==> src/rtl/cgra_result_packer.sv <==
// Packs serial 64-bit CGRA results into 512-bit phits and streams them out
// through a 2-entry AXI4-Stream FIFO, marking TLAST on the final phit of a vector.
module cgra_result_packer #(
   parameter int dwidth_double = 64,
   parameter int SIMD_degree   = 8,
   parameter int phit_size     = 512,
   parameter int dwidth_int    = 32
) (
   input  logic                     axis_aclk,
   input  logic                     axis_resetn,
   input  logic                     start,
   input  logic [dwidth_int-1:0]    num_words,
   input  logic                     res_valid,
   input  logic [dwidth_double-1:0] res_data,
   output logic                     res_ready,
   output logic [phit_size-1:0]     m_axis_tdata,
   output logic [phit_size/8-1:0]   m_axis_tkeep,
   output logic                     m_axis_tvalid,
   input  logic                     m_axis_tready,
   output logic                     m_axis_tlast,
   output logic                     busy,
   output logic                     done
);

   localparam int LANE_W    = (SIMD_degree > 1) ? $clog2(SIMD_degree) : 1;
   localparam int KEEP_W    = phit_size / 8;
   localparam int LANE_KEEP = dwidth_double / 8;
   localparam logic [LANE_W-1:0] LAST_LANE = LANE_W'(SIMD_degree - 1);

   typedef enum logic [1:0] {IDLE, PACK, DRAIN} state_t;

   state_t                  state;
   logic [dwidth_int-1:0]   words_left;
   logic [LANE_W-1:0]       lane_idx;
   logic [phit_size-1:0]    asm_data;
   logic [KEEP_W-1:0]       asm_keep;

   logic [phit_size-1:0]    fifo_data [2];
   logic [KEEP_W-1:0]       fifo_keep [2];
   logic [1:0]              fifo_last;
   logic                    wr_ptr;
   logic                    rd_ptr;
   logic [1:0]              fifo_count;

   logic                    accept;
   logic                    last_word;
   logic                    phit_done;
   logic                    pop;
   int                      lane_int;
   logic [phit_size-1:0]    merged_data;
   logic [KEEP_W-1:0]       merged_keep;

   assign res_ready = (state == PACK) && (fifo_count < 2'd2);
   assign accept    = res_valid && res_ready;
   assign last_word = (words_left == dwidth_int'(1));
   assign phit_done = accept && ((lane_idx == LAST_LANE) || last_word);

   assign m_axis_tvalid = (fifo_count != 2'd0);
   assign m_axis_tdata  = fifo_data[rd_ptr];
   assign m_axis_tkeep  = fifo_keep[rd_ptr];
   assign m_axis_tlast  = fifo_last[rd_ptr];
   assign pop           = m_axis_tvalid && m_axis_tready;

   // The incoming word merged into its lane; this is what gets pushed when a phit closes.
   always_comb begin
      lane_int    = int'(lane_idx);
      merged_data = asm_data;
      merged_keep = asm_keep;
      merged_data[lane_int*dwidth_double +: dwidth_double] = res_data;
      merged_keep[lane_int*LANE_KEEP +: LANE_KEEP]         = '1;
   end

   always_ff @(posedge axis_aclk or negedge axis_resetn) begin
      if (!axis_resetn) begin
         state      <= IDLE;
         words_left <= '0;
         lane_idx   <= '0;
         asm_data   <= '0;
         asm_keep   <= '0;
         busy       <= 1'b0;
         done       <= 1'b0;
      end else begin
         done <= 1'b0;
         case (state)
            IDLE: begin
               if (start) begin
                  if (num_words != '0) begin
                     words_left <= num_words;
                     lane_idx   <= '0;
                     busy       <= 1'b1;
                     state      <= PACK;
                  end else begin
                     done <= 1'b1;
                  end
               end
            end
            PACK: begin
               if (accept) begin
                  words_left <= words_left - dwidth_int'(1);
                  if (phit_done) begin
                     asm_data <= '0;
                     asm_keep <= '0;
                     lane_idx <= '0;
                  end else begin
                     asm_data <= merged_data;
                     asm_keep <= merged_keep;
                     lane_idx <= lane_idx + LANE_W'(1);
                  end
                  if (last_word) begin
                     state <= DRAIN;
                  end
               end
            end
            DRAIN: begin
               if (pop && m_axis_tlast) begin
                  done  <= 1'b1;
                  busy  <= 1'b0;
                  state <= IDLE;
               end
            end
            default: state <= IDLE;
         endcase
      end
   end

   // res_ready is gated on fifo_count, so a push never lands on a full FIFO.
   always_ff @(posedge axis_aclk or negedge axis_resetn) begin
      if (!axis_resetn) begin
         fifo_data[0] <= '0;
         fifo_data[1] <= '0;
         fifo_keep[0] <= '0;
         fifo_keep[1] <= '0;
         fifo_last    <= '0;
         wr_ptr       <= 1'b0;
         rd_ptr       <= 1'b0;
         fifo_count   <= '0;
      end else begin
         if (phit_done) begin
            fifo_data[wr_ptr] <= merged_data;
            fifo_keep[wr_ptr] <= merged_keep;
            fifo_last[wr_ptr] <= last_word;
            wr_ptr            <= ~wr_ptr;
         end
         if (pop) begin
            rd_ptr <= ~rd_ptr;
         end
         case ({phit_done, pop})
            2'b10:   fifo_count <= fifo_count + 2'd1;
            2'b01:   fifo_count <= fifo_count - 2'd1;
            default: fifo_count <= fifo_count;
         endcase
      end
   end

endmodule

==> config.mk <==
export PLATFORM = sky130hd
export DESIGN_NAME = cgra_result_packer
export DESIGN_NICKNAME = d
export VERILOG_FILES = /design/src/rtl/cgra_result_packer.sv
export SDC_FILE = /design/constraint.sdc
export NUM_CORES = 2
export LEC_CHECK = 0
export ABC_CLOCK_PERIOD_IN_PS = 4550
export BUFFER_PORTS_ARGS = -buffer_cell sky130_fd_sc_hd__buf_4
export CORE_ASPECT_RATIO = 0.9
export CORE_MARGIN = 2
export CORE_UTILIZATION = 62
export CTS_BUF_LIST = sky130_fd_sc_hd__clkbuf_8
export CTS_CLUSTER_DIAMETER = 80
export DETAILED_ROUTE_END_ITERATION = 8
export PLACE_DENSITY = 0.87
export SETUP_SLACK_MARGIN = 0.15
export SYNTH_ARGS = -nofsm -noshare
export SYNTH_HDL_FRONTEND = slang
export SYNTH_SLANG_ARGS = --single-unit
==> constraint.sdc <==
create_clock -name axis_aclk -period 4.55 [get_ports axis_aclk]
set_input_delay 0.6825 -clock axis_aclk [delete_from_list [all_inputs] [get_ports axis_aclk]]
set_output_delay 0.6825 -clock axis_aclk [all_outputs]
set_load 0.05 [all_outputs]
==> results_dict.tcl <==
set metrics [dict create \
    drv_slew 0 \
    drive_gt1_share_pct 22.8 \
    skew_ps 77.2 \
    postCtsSetupBuffers 0 \
    multiInputGateArea_um2 29300 \
    synth_flop_cell "dfrtp_1" \
    synth_seq_area_share_pct 58.0 \
    rsz0062_at_grt "false" \
    area_growth_pct 14.9 \
    ys_async_sr_fraction_pct 100 \
    clockBufferDepth 4 \
    dpl-instance-area_um2 82300 \
    grt_pass1_wl_mm 359 \
    hold_slack_ps 64.7 \
    ioPinCount 682 \
    synth_top_area_share_pct 58.0 \
    placed_cells 9037 \
    drc 0 \
    avgSynthCellArea_um2 10.6 \
    tightest_slew_ps 1250 \
    antenna_found_initial 11 \
    seq_area_um2 44400 \
    synthCells 7227 \
    finalInstanceArea_um2 87900 \
    hp-class "input pin to register" \
    synth-edff-count 0 \
    firstDrtPassIters 8 \
    worstSetupPathType "register to output pin" \
    tns_ps 0 \
    power_density_nw_per_um2 734 \
    yosysWarningCount 0 \
    cts_tree "built" \
    initial_utilization_pct 62.3 \
    grt_overflow 0 \
    grt_pass1_vias 60700 \
    avgRoutedWirePerCell_um 24.9 \
    cap_violations 0 \
    cts_buffers 290 \
    hold_violations 0 \
    cts_root_buf "clkbuf_8" \
    peakVddDrop_v 0.000526 \
    clock_latency_ps 1000 \
    p_total_uw 64500 \
    final_antenna_net_count 0 \
    grtUsageTotal_pct 37.1 \
    setup_viol 0 \
    hpwl_mm 150 \
    core_um2 123000 \
    synth_fp_nets 7335 \
    worstPathRequired_ps 3870 \
    grt_max_degree 213 \
    htreeDepth 5 \
    yosysTopAreaCell "dfrtp_1" \
    crit_fanout 35 \
    die_w_um 374 \
    start_kind "register" \
    drtIter0Drc 6826 \
    portBuffers 681 \
    min_period_ps 3980 \
    cp.arrival_ps 3300 \
    via_count 60800 \
    dieArea_um2 126000 \
    synthDistinctLibCells 53 \
    syn_area_um2 76500 \
    fillers 8084 \
    fmax_mhz 251 \
    clk_pin_slew_ps 60 \
    synth_seq_cells 1773 \
    vias_per_cell 6.38 \
    gp_congestion 0.876 \
    synth_most_common_cell "dfrtp_1" \
    worstSetupEndpointType "output pin" \
    max_slew_margin_pct 16.4 \
    clock-sinks 1773 \
    status "finished, final reports clean" \
    die_h_um 337 \
    ys_top_cells_by_count "dfrtp_1 (1773), nor2_1 (989), a21oi_1 (822)" \
    num_rows 122 \
    postRouteWirelength_mm 237 \
    p_leak_uw 0.0443 \
    synth_area_leaders "dfrtp_1 (58%), mux2_2 (8.5%), a21oi_1 (5.4%)" \
    fin_nets 7859 \
    finalCritPeriodShare_pct 87.5 \
    stdcell_count 9537 \
]
==> cells by family (layout without fill, tap and decap cells) <==
group | after synthesis | count (layout) | share of synthesized area [%]
xor gates and xnor gates | 4 | 4 | 0.0458
muxes | 890 | 890 | 12.6
and+or+nand+nor | 1909 | 1909 | 9.73
DFF | 1773 | 1773 | 58.0
adders and majority gates | 7 | 7 | 0.114
AOI/OAI and AO/OA | 2016 | 2016 | 15.5
other | 0 | 8 | 0
buffers and inverters | 628 | 1318 | 4.05
==> power breakdown <==
group	leakage, uW	internal (uW)	switching, uW
registers	0.0240	21100	3130
clock network	0.00306	6850	6140
logic	0.0172	9250	18000
total	0.0443	37200	27300
==> worst paths after layout <==
check | endpoint | startpoint | slack, ps | cells past startpoint
worst min-delay path | done | start | 60 | 3
min in group asynchronous | fifo_data[147] | axis_resetn | 320 | 2
max in group asynchronous | fifo_data[811] | axis_resetn | 2520 | 3
worst max-delay path | m_axis_tdata[70] | rd_ptr | 570 | 4
worst max register to register | fifo_data[668] | words_left[8] | 590 | 7
worst min register to register | asm_data[494] | asm_data[494] | 480 | 2
==> through the flow <==
stage          util (%)  setup WS, ps
6_report           71.6           569
5_1_grt            71.6           400
4_1_cts            71.6           524
3_5_place_dp       67.0           777
3_3_place_gp       67.0           875
2_1_floorplan         -          1290
==> worst max-delay path, stage by stage, from the launching register on <==
cell and delay [ps]:
dfrtp_4 940, buf_12 320, buf_4 410, mux2_2 450, buf_4 210
==> metal layers <==
layer  vias up  track usage, %  wire (um)
met1     30400            49.7      90600
met2      3595            53.6     103000
met3       823            11.2      28400
met5         -               0         35
met4         6            22.3      15000
li1      26000               -          -
==> registers in the layout, indices dropped and copies added (netlist names) <==
signal      flops
asm_data      512
asm_keep       64
busy            1
done            1
fifo_count      2
fifo_data    1024
fifo_keep     128
fifo_last       2
lane_idx        3
rd_ptr          1
state           2
words_left     32
wr_ptr          1
==> layout by cell type (no fill, tap or decap), types with 7 or more instances in the layout <==
cell type and count:
dfrtp_1 1771, nor2_1 980, a21oi_1 822, nand2_1 803, buf_4 781, mux2_2 577, o21ai_1 572, a22o_1 380
clkbuf_8 342, mux2i_1 313, o21ai_0 112, inv_1 102, o31ai_1 53, dlygate4sd3_1 34, buf_12 34, a21o_1 25
clkinv_2 19, nor4_1 16, nor3_1 13, nand2b_1 13, nor2b_1 12, o22ai_1 11, nand3_1 9, o21a_1 9
nor2_4 9, diode_2 8, or3_1 7, nor3_2 7
==> timing repair <==
| item | 4_1_cts | 5_1_grt |
|---|---|---|
| hold endpoints to repair | 181 | 0 |
| gates resized for setup | 0 | 0 |
| hold buffers | 34 | 0 |
==> layout make-up <==
| class | count | area share [%] |
|---|---|---|
| Inverter | 10 | 0.0427 |
| Clock inverter | 116 | 0.598 |
| Multi-Input combinational cell | 4826 | 33.3 |
| Sequential cell | 1773 | 50.5 |
| Tap cell | 1612 | 2.30 |
| Timing Repair Buffer | 850 | 7.86 |
| Antenna cell | 8 | 0.0228 |
| Clock buffer | 342 | 5.36 |
No activity file was read; power rests on OpenSTA's default activity.
